## src/rtl/move_scheduler.sv

```systemverilog
// move_scheduler: debounced L/R/D buttons and frame gravity arbitrated into one move command at a time.
// Optional held-button auto-repeat on frame ticks: define MOVE_SCHED_AUTOREPEAT_EN.

module move_sched_btn #(
  parameter int DEBOUNCE_CYCLES = 250000,
  parameter int REPEAT_DELAY    = 12,
  parameter int REPEAT_RATE     = 4
) (
  input  logic clk_i,
  input  logic rst_i,
`ifdef MOVE_SCHED_AUTOREPEAT_EN
  input  logic frame_tick_i,
`endif
  input  logic raw_i,
  output logic level_o,
  output logic evt_o
);
  localparam int DW = $clog2(DEBOUNCE_CYCLES + 1);

  if (DEBOUNCE_CYCLES < 1 || REPEAT_DELAY < 1 || REPEAT_RATE < 1) begin : g_bad_cfg
    $error("move_sched_btn: DEBOUNCE_CYCLES, REPEAT_DELAY and REPEAT_RATE must be >= 1");
  end

  logic [1:0]    sync_q;
  logic [DW-1:0] dcnt_q, dcnt_d;
  logic          level_q, level_d;
  logic          rise_q;

  // Counter runs only while the synchronized level disagrees with the accepted level.
  always_comb begin
    level_d = level_q;
    dcnt_d  = '0;
    if (sync_q[1] != level_q) begin
      if (dcnt_q == DW'(DEBOUNCE_CYCLES - 1)) level_d = sync_q[1];
      else                                    dcnt_d  = dcnt_q + 1'b1;
    end
  end

  always_ff @(posedge clk_i) begin
    if (rst_i) begin
      sync_q  <= '0;
      dcnt_q  <= '0;
      level_q <= 1'b0;
      rise_q  <= 1'b0;
    end else begin
      sync_q  <= {sync_q[0], raw_i};
      dcnt_q  <= dcnt_d;
      level_q <= level_d;
      rise_q  <= level_d & ~level_q;
    end
  end

  assign level_o = level_q;

`ifdef MOVE_SCHED_AUTOREPEAT_EN
  localparam int RW = $clog2(REPEAT_DELAY + REPEAT_RATE + 1);

  logic [RW-1:0] rpt_q, rpt_d, rpt_inc;
  logic          rpt_evt;

  // Counts ticks since press; after the first repeat it wraps back to REPEAT_DELAY.
  always_comb begin
    rpt_d   = rpt_q;
    rpt_evt = 1'b0;
    rpt_inc = rpt_q + 1'b1;
    if (!level_q || rise_q) begin
      rpt_d = '0;
    end else if (frame_tick_i) begin
      if (rpt_inc == RW'(REPEAT_DELAY)) begin
        rpt_evt = 1'b1;
        rpt_d   = rpt_inc;
      end else if (rpt_inc == RW'(REPEAT_DELAY + REPEAT_RATE)) begin
        rpt_evt = 1'b1;
        rpt_d   = RW'(REPEAT_DELAY);
      end else begin
        rpt_d   = rpt_inc;
      end
    end
  end

  always_ff @(posedge clk_i) begin
    if (rst_i) rpt_q <= '0;
    else       rpt_q <= rpt_d;
  end

  assign evt_o = rise_q | rpt_evt;
`else
  assign evt_o = rise_q;
`endif
endmodule

module move_scheduler #(
  parameter int DEBOUNCE_CYCLES = 250000,
  parameter int REPEAT_DELAY    = 12,
  parameter int REPEAT_RATE     = 4
) (
  input  logic       CLK25M,
  input  logic       Reset,
  input  logic       buttonL,
  input  logic       buttonR,
  input  logic       buttonD,
  input  logic       frame_tick,
  input  logic [5:0] grav_period,
  input  logic       cmd_ready,
  output logic       cmd_valid,
  output logic [1:0] cmd_code,
  output logic [2:0] btn_state
);
  localparam int NUM_BTN = 3;

  typedef enum logic [1:0] {S_IDLE, S_ISSUE, S_GAP} state_t;

  logic [NUM_BTN-1:0] raw, lvl, evt;
  assign raw = {buttonD, buttonR, buttonL};

  for (genvar i = 0; i < NUM_BTN; i++) begin : g_btn
    move_sched_btn #(
      .DEBOUNCE_CYCLES(DEBOUNCE_CYCLES),
      .REPEAT_DELAY   (REPEAT_DELAY),
      .REPEAT_RATE    (REPEAT_RATE)
    ) u_btn (
      .clk_i       (CLK25M),
      .rst_i       (Reset),
`ifdef MOVE_SCHED_AUTOREPEAT_EN
      .frame_tick_i(frame_tick),
`endif
      .raw_i       (raw[i]),
      .level_o     (lvl[i]),
      .evt_o       (evt[i])
    );
  end

  assign btn_state = lvl;

  logic [7:0] fcnt_q, fcnt_d, fcnt_inc, period;
  logic       grav_evt;

  always_comb begin
    period   = (grav_period == 6'd0) ? 8'd1 : {2'b00, grav_period};
    fcnt_inc = fcnt_q + 8'd1;
    fcnt_d   = fcnt_q;
    grav_evt = 1'b0;
    if (frame_tick) begin
      if (fcnt_inc >= period) begin
        fcnt_d   = '0;
        grav_evt = 1'b1;
      end else begin
        fcnt_d   = fcnt_inc;
      end
    end
  end

  // Pending flags are indexed by command code, so lowest set index is the winner.
  logic [3:0] pend_q, pend_d, pend_set, pend_clr;
  state_t     state_q, state_d;
  logic       valid_q, valid_d;
  logic [1:0] code_q, code_d, prio;

  assign pend_set = {evt[1], evt[0], evt[2], grav_evt};

  always_comb begin
    if      (pend_q[0]) prio = 2'd0;
    else if (pend_q[1]) prio = 2'd1;
    else if (pend_q[2]) prio = 2'd2;
    else                prio = 2'd3;
  end

  always_comb begin
    state_d  = state_q;
    valid_d  = valid_q;
    code_d   = code_q;
    pend_clr = '0;
    unique case (state_q)
      S_IDLE: begin
        if (|pend_q) begin
          state_d = S_ISSUE;
          valid_d = 1'b1;
          code_d  = prio;
        end
      end
      S_ISSUE: begin
        if (cmd_ready) begin
          pend_clr[code_q] = 1'b1;
          valid_d = 1'b0;
          state_d = S_GAP;
        end
      end
      S_GAP: state_d = S_IDLE;
      default: begin
        state_d = S_IDLE;
        valid_d = 1'b0;
      end
    endcase
    pend_d = (pend_q & ~pend_clr) | pend_set;
  end

  always_ff @(posedge CLK25M) begin
    if (Reset) begin
      state_q <= S_IDLE;
      valid_q <= 1'b0;
      code_q  <= 2'd0;
      pend_q  <= '0;
      fcnt_q  <= '0;
    end else begin
      state_q <= state_d;
      valid_q <= valid_d;
      code_q  <= code_d;
      pend_q  <= pend_d;
      fcnt_q  <= fcnt_d;
    end
  end

  assign cmd_valid = valid_q;
  assign cmd_code  = code_q;
endmodule

```

## config.mk

```make
export PLATFORM = sky130hd
export DESIGN_NAME = move_scheduler
export DESIGN_NICKNAME = d
export VERILOG_FILES = /design/src/rtl/move_scheduler.sv
export SDC_FILE = /design/constraint.sdc
export NUM_CORES = 1
export LEC_CHECK = 0
export CAP_MARGIN = 10
export CORE_MARGIN = 3
export CORE_UTILIZATION = 42
export DETAILED_ROUTE_END_ITERATION = 6
export GPL_TIMING_DRIVEN = 0
export PLACE_DENSITY = 0.58
export RECOVER_POWER = 100
export REMOVE_ABC_BUFFERS = 1
export SLEW_MARGIN = 20
export SYNTH_ARGS = -nofsm -noshare
export SYNTH_HDL_FRONTEND = slang
export SYNTH_HIERARCHICAL = 1
export SYNTH_SLANG_ARGS = --single-unit
```

## constraint.sdc

```tcl
create_clock -name CLK25M -period 2.1 [get_ports CLK25M]
set_input_delay 0.21 -clock CLK25M [delete_from_list [all_inputs] [get_ports CLK25M]]
set_output_delay 0.21 -clock CLK25M [all_outputs]
set_load 0.01 [all_outputs]
```

==> results of run 1 <==
## per-layer routing
metal	vias up	global-route usage [%]	share of wire, %
met5	-	0	0
met4	0	4.84	0.95
met3	8	4.37	3.7
met2	44	23.6	45
met1	1429	19.5	50
li1	1587	-	-
## critical path, stage by stage (launching register included)
cell and delay [ns]:
dfxtp_4 0.38, ha_2 0.24, nand3_4 0.12, or4_4 0.56, a31oi_4 0.32, nand2_1 0.13, o2bb2ai_1 0.15
## how the worst max path moves through the flow
| stage | startpoint | slack (ns) | end | depth (start not counted) |
|---|---|---|---|---|
| floorplan | fcnt_q[0] | 0.16 | pend_q[0] | 6 |
| global placement | grav_period[1] | -0.24 | pend_q[0] | 9 |
| detailed placement | grav_period[1] | -0.25 | pend_q[0] | 9 |
| CTS | fcnt_q[2] | -0.008 | pend_q[0] | 8 |
| global route | fcnt_q[0] | -0.05 | fcnt_q[4] | 6 |
| finish | fcnt_q[0] | 0.07 | pend_q[0] | 6 |
## registers in the layout, summed over array words and instances (netlist names)
signal / flops
cmd_code: 2
pend_q: 4
g_btn.u_btn/evt_o: 3
g_btn.u_btn/sync_q: 6
cmd_valid: 1
state_q: 2
fcnt_q: 8
g_btn.u_btn/dcnt_q: 54
g_btn.u_btn/level_o: 3
## kinds of logic after synthesis
group                    synth area share (%)
AO/OA/AOI/OAI                            7.03
XOR/XNOR                                 11.7
adder cells (fa/ha/maj)                  3.23
buffers and inverters                    3.32
flip-flops                               42.8
AND/OR/NAND/NOR                          31.8
## cell usage after synthesis, types with 10 or more instances
cell type,count
xnor2_1,48
nand4_1,20
nor2b_1,12
nor4_1,21
nand2_1,15
ha_1,10
a21oi_1,14
inv_1,21
nor3_1,13
dfxtp_1,83
nand3_1,19
nor2_1,68
## report_power, final
part / switching [W] / internal [W] / leakage, nW
registers: 0.0000120 / 0.00158 / 0.673
clock network: 0.000554 / 0.000535 / 0.0946
logic: 0.0000534 / 0.0000546 / 0.657
## what timing repair did
item / CTS / global route
setup endpoints to repair: 7 / 24
gates resized for setup: 9 / 8
hold buffers: 0 / 0
pin swaps: 1 / 10
buffers inserted: 0 / 9
## metrics by stage
stage	hold WS, ns	total power, W	utilization [%]	cells	worst slack [ns]
floorplan	0.279	0.00168	-	425	0.155
global placement	0.418	0.00173	46.8	551	-0.242
detailed placement	0.430	0.00173	46.8	551	-0.248
CTS	0.347	0.00283	49.1	566	-0.00836
global route	0.363	0.00292	50.2	575	-0.0509
finish	0.348	0.00279	50.2	575	0.0678
## cell type report
cell class,instances,area [um2]
Clock inverter,6,57.6
Timing Repair Buffer,27,243
Fill cell,843,4410
Tap cell,108,135
Sequential cell,83,1680
Multi-Input combinational cell,321,2130
Clock buffer,9,124
Inverter,21,78.8
==> summary.txt, run 1 <==
Power
  – Peak VDD IR: 419 uV
  – Pleak: 1.42 nW
  – P per Cell Area: around 630 mW/mm2

Placed design
  – Number of I/O port buffers: 18
  – Hpwl dp: 4.98 mm
  – Placer Congestion: 0.802
  – Placed Area: approximately 0.0041 mm2

Logic synthesis
  – Async SR Flop Fraction: 0%
  – Seq cells post-synth: 83
  – Top-area cell type share of the netlist area: a little over two fifths
  – Yosys synthesis warning count: 6
  – Synth top area cells: dfxtp_1 43%, xnor2_1 11%, nor2_1 6.6%
  – Post-Syn Instances: 435
  – Synth cell types: between 40 and 50
  – Top_reg_cell synth: dfxtp_1
  – Yosys top cell by area: dfxtp_1
  – Post-synth EDFFs: 0
  – Synth Cell Area: just under 0.004 mm2
  – Avg Cell Area, Syn: 8.92 um2
  – Post-synthesis sequential area ratio: 42.8%

Worst setup path
  – Critical Path RT: 2.32 ns
  – R2R Path Start: fcnt_q[0]
  – Crit Path Max Fanout: 8
  – Critical Path AT: 2.25 ns
  – R2r endpoint: pend_q[0]
  – Critical Path End Type: register
  – R2r setup slk: 0.07 ns
  – Setup CP Type: register to register
  – Startpoint Class: register
  – Worst-case reg-to-reg path depth: 6

Status
  – Status: finished clean

Hold path
  – Hold path endpoint: pend_q[3]
  – Hold depth: 2
  – Worst hold path class: input pin to register
  – Hold_sp: Reset

Detailed routing
  – DR iter-0 viols: 78
  – Vias per inst: 5.34
  – DRC: 0
  – 1st-pass router iterations: 4
  – Routed WL: just over 7 mm
  – Vias: around 3.1k
  – Post-route ant nets: 0
  – WL per Instance: 12.6 um

Cells and area
  – Area Overhead vs Synth: 14.5%
  – Share of layout cells above drive strength 1: 11.6%
  – Final net count: 486
  – Commonest non-fill, non-tap cells in the layout: 79 x dfxtp_1, 68 x nor2_1, 47 x xnor2_1
  – Ant. Diodes: 0
  – Finished Cell Area: approximately 0.0044 mm2
  – Commonest non-fill, non-tap cell in the layout: dfxtp_1

Global route
  – Initial antenna violation count: 0
  – Global-route wire length before repair: 12.6 mm
  – Remaining Overflow, GRT: 0
  – Vias in the first global route: 2878
  – Gr usage total: roughly 15%
  – Largest net degree at the start of global routing: 34

STA
  – Setup_tns: 0 ns
  – Max Slew Vio Count: 0
  – Final Hold Vio Count: 0
  – Worst slew pin tran: 0.702 ns
  – Relative slew slack: 53.2%
  – RSZ-0062 raised after global routing: true
  – F_max: 0.492 GHz
  – Worst Skew: 0.0112 ns
  – Final period util: 96.8%
  – Setup violators final: 0
  – Minimum clock period: 2.03 ns

Die
  – Initial Util: 43.8%
  – Die Ht: 102 um
  – Row count: 34
  – Die ar.: 0.0104 mm2
  – I/O pins: 19
  – Die width: between 100 and 150 um
  – Core area: approximately 0.009 mm2

Clock tree
  – Clk buf depth: 2
  – Sink Count: 83
  – CTS tree: done
  – CTS Root Cell: clkbuf_8
  – Worst-path clk slew: 0.08 ns
  – Clk Latency, worst-skew pair: 0.35 ns
  – Total CTS buffers: 9
  – H-tree levels: 3

Flow run
  – Max Cap Violations: 0
No activity file was read; power rests on OpenSTA's default activity.
==> inputs of run 2 (changes only) <==
CTS_BUF_LIST = sky130_fd_sc_hd__clkbuf_8 sky130_fd_sc_hd__clkbuf_16   (was not set)
SYNTH_HIERARCHICAL = not set   (was 1)
clock period = 1.95 ns   (was 2.1 ns; I/O delays follow)
==> run 2 against run 1 <==
Against the previous run:
- non-clock buffer count is 4 lower
- largest power group unchanged
- global-route usage is 1.2 points lower
- first-iteration DRC count fell by 18%
==> summary.txt, run 2 <==
Detailed routing
  – Vias per inst: about 5.1
  – DRC: 0
  – Routed WL: 6.47 mm
  – Post-route ant nets: 0
  – Vias: approximately 2.7k
  – 1st-pass router iterations: 4
  – DR iter-0 viols: 64
  – WL per Instance: between 10 and 15 um

Logic synthesis
  – Avg Cell Area, Syn: 8.93 um2
  – Top_reg_cell synth: dfxtp_1
  – Complex-gate fraction of the synthesized area: 4.84%
  – Synth top cells by count: 83 x dfxtp_1, 81 x nor2_1, 37 x xor2_1
  – Async SR Flop Fraction: 0%
  – Post-synthesis sequential area ratio: 45.6%
  – Post-Syn Instances: 408
  – Top-area cell type share of the netlist area: 45.6%
  – Mux cell area share after synthesis: 1.10%
  – Combinational family with the most area after synthesis: simple AND/OR/NAND/NOR gates
  – Top-count cell post-synth: dfxtp_1
  – Yosys synthesis warning count: 0
  – Post-synth EDFFs: 0
  – Synth Cell Area: around 0.0036 mm2
  – Synth Area in XOR/XNOR: 13.0%
  – Yosys top cell by area: dfxtp_1
  – Synth top area cells: dfxtp_1 46%, xor2_1 8.9%, nor2_1 8.3%
  – Synth cell types: 40
  – Post-Synth Adder-Cell Area: 3.44%
  – Seq cells post-synth: 83
  – Simple-gate share of the synthesized area: between 20% and 30%

STA
  – Final worst setup slack: 0.0561 ns
  – Worst slew pin tran: 0.582 ns
  – Minimum clock period: 1.89 ns
  – Relative slew slack: around 61%
  – RSZ-0062 raised after global routing: true
  – Worst Skew: ~0.0076 ns
  – Setup_tns: 0 ns
  – Final Hold Vio Count: 0
  – Final period util: 97.1%
  – Setup violators final: 0
  – F_max: 0.528 GHz
  – Max Slew Vio Count: 0

Placed design
  – Hpwl dp: 4.24 mm
  – Number of I/O port buffers: 18
  – Placed Instances: approximately 520
  – Placer Congestion: 0.806
  – Setup WS pre-CTS: -0.342 ns

Clock tree
  – Hold-fix buffers at CTS: 0
  – H-tree levels: 3
  – Clk buf depth: 2
  – Total CTS buffers: 9
  – Clk Latency, worst-skew pair: 0.34 ns
  – CTS tree: done
  – Worst-path clk slew: 0.08 ns
  – Sink Count: just over 80
  – CTS Root Cell: clkbuf_8

Die
  – Die width: 99.1 um
  – Core area: 0.00830 mm2
  – Initial Util: 43.9%
  – Row count: 33
  – Die ar.: slightly below 0.01 mm2
  – I/O pins: 19
  – Die Ht: between 90 and 100 um

Global route
  – Gr usage total: 13.6%
  – Remaining Overflow, GRT: 0
  – Vias in the first global route: between 2k and 3k
  – Global-route wire length before repair: 11.1 mm
  – Largest net degree at the start of global routing: 34
  – Initial antenna violation count: 0

Cells and area
  – Largest register FFs: between 50 and 60
  – Registers with the most flip-flops: g_btn.u_btn.dcnt_q (54), fcnt_q (8), g_btn.u_btn.sync_q (6)
  – Share of layout cells above drive strength 1: around 9%
  – Commonest non-fill, non-tap cells in the layout: 81 x nor2_1, 79 x dfxtp_1, 37 x xor2_1
  – Area Overhead vs Synth: 16.2%
  – Final net count: 453
  – Commonest non-fill, non-tap cell in the layout: nor2_1
  – Ant. Diodes: 0
  – Most flop-heavy register: g_btn.u_btn.dcnt_q
  – Util after Layout: 51.0%
  – Post-Layout Cell Count: between 500 and 600

Worst setup path
  – Critical Path End Type: register
  – Crit Path Max Fanout: 5
  – Critical Path RT: around 2.2 ns
  – Critical Path AT: 2.11 ns
  – Startpoint Class: register
  – Setup CP Type: register to register

Power
  – Peak VDD IR: 349 uV
  – P per Cell Area: 777 mW/mm2
  – Power, Total: 0.00329 W
  – Pleak: 1.51 nW

Hold path
  – Worst hold path class: input pin to register

Status
  – Status: finished clean

Flow run
  – Max Cap Violations: 0
## run 2: changes by cell type in the layout (fill, tap and decap cells not counted), sizes merged, moves of 5 or more
cell    change
nor2       +13
o21ai       -7
xor2       +33
nand2b      +6
nor4       -17
nor3        -6
xnor2      -31
nand3       +7
or3         -7
a21oi       -5
nand4       -9
## run 2: worst max-delay path, cell delays in order, from the launching register on
cell       delay (ns)
dfxtp_4          0.38
nand4_1          0.11
nor2_1           0.14
xnor2_1          0.16
ha_1             0.31
a221oi_4         0.39
nand2_2          0.14
o2bb2ai_2        0.14
## run 2: metal layers
layer / track usage [%] / vias to the layer above / routed length [um]
met1: 18.1 / 1261 / 3380
met3: 4.07 / 6 / 219
met5: 0 / - / 0
li1: - / 1436 / -
met4: 4.41 / 0 / 63
met2: 21.3 / 30 / 2800
## run 2: stage by stage
stage,cell area (um2),hold WS (ns)
2_1_floorplan,3550,0.264
3_3_place_gp,3870,0.420
3_5_place_dp,3860,0.424
4_1_cts,4170,0.338
5_1_grt,4230,0.379
6_report,4230,0.340
## run 2: where the power goes
part           total, W  internal, W  switching (W)
Sequential      0.00172      0.00171      0.0000145
Combinational  0.000120    0.0000608      0.0000592
Clock           0.00145     0.000877       0.000571
## run 2: worst paths after layout
| check | startpoint | to | slack, ns | depth (start not counted) |
|---|---|---|---|---|
| setup / recovery | fcnt_q[0] | pend_q[0] | 0.06 | 7 |
| hold / removal | Reset | g_btn[1].u_btn.level_o | 0.34 | 2 |
| setup reg to reg | fcnt_q[0] | pend_q[0] | 0.06 | 7 |
| hold reg to reg | g_btn[0].u_btn.evt_o | pend_q[2] | 0.44 | 2 |
## run 2: area by class of cell
class / count / area, um2
Timing Repair Buffer: 23 / 213
Clock buffer: 10 / 138
Inverter: 17 / 63.8
Sequential cell: 83 / 1670
Tap cell: 105 / 131
Clock inverter: 5 / 103
Fill cell: 800 / 4070
Multi-Input combinational cell: 296 / 1910
## run 2: cells by family (layout without fill, tap and decap cells)
kind of cell,count (synthesis),after routing
adders and majority gates,10,10
buffers and inverters,31,55
and+or+nand+nor,201,203
DFF,83,83
muxes,4,4
xor gates and xnor gates,54,54
AOI/OAI and AO/OA,25,25
## run 2: repair_timing
action	CTS	global route
cloned	0	2
pin swaps	2	10
gates resized for setup	15	8
endpoints found under the setup margin	42	45
buffers inserted	1	4
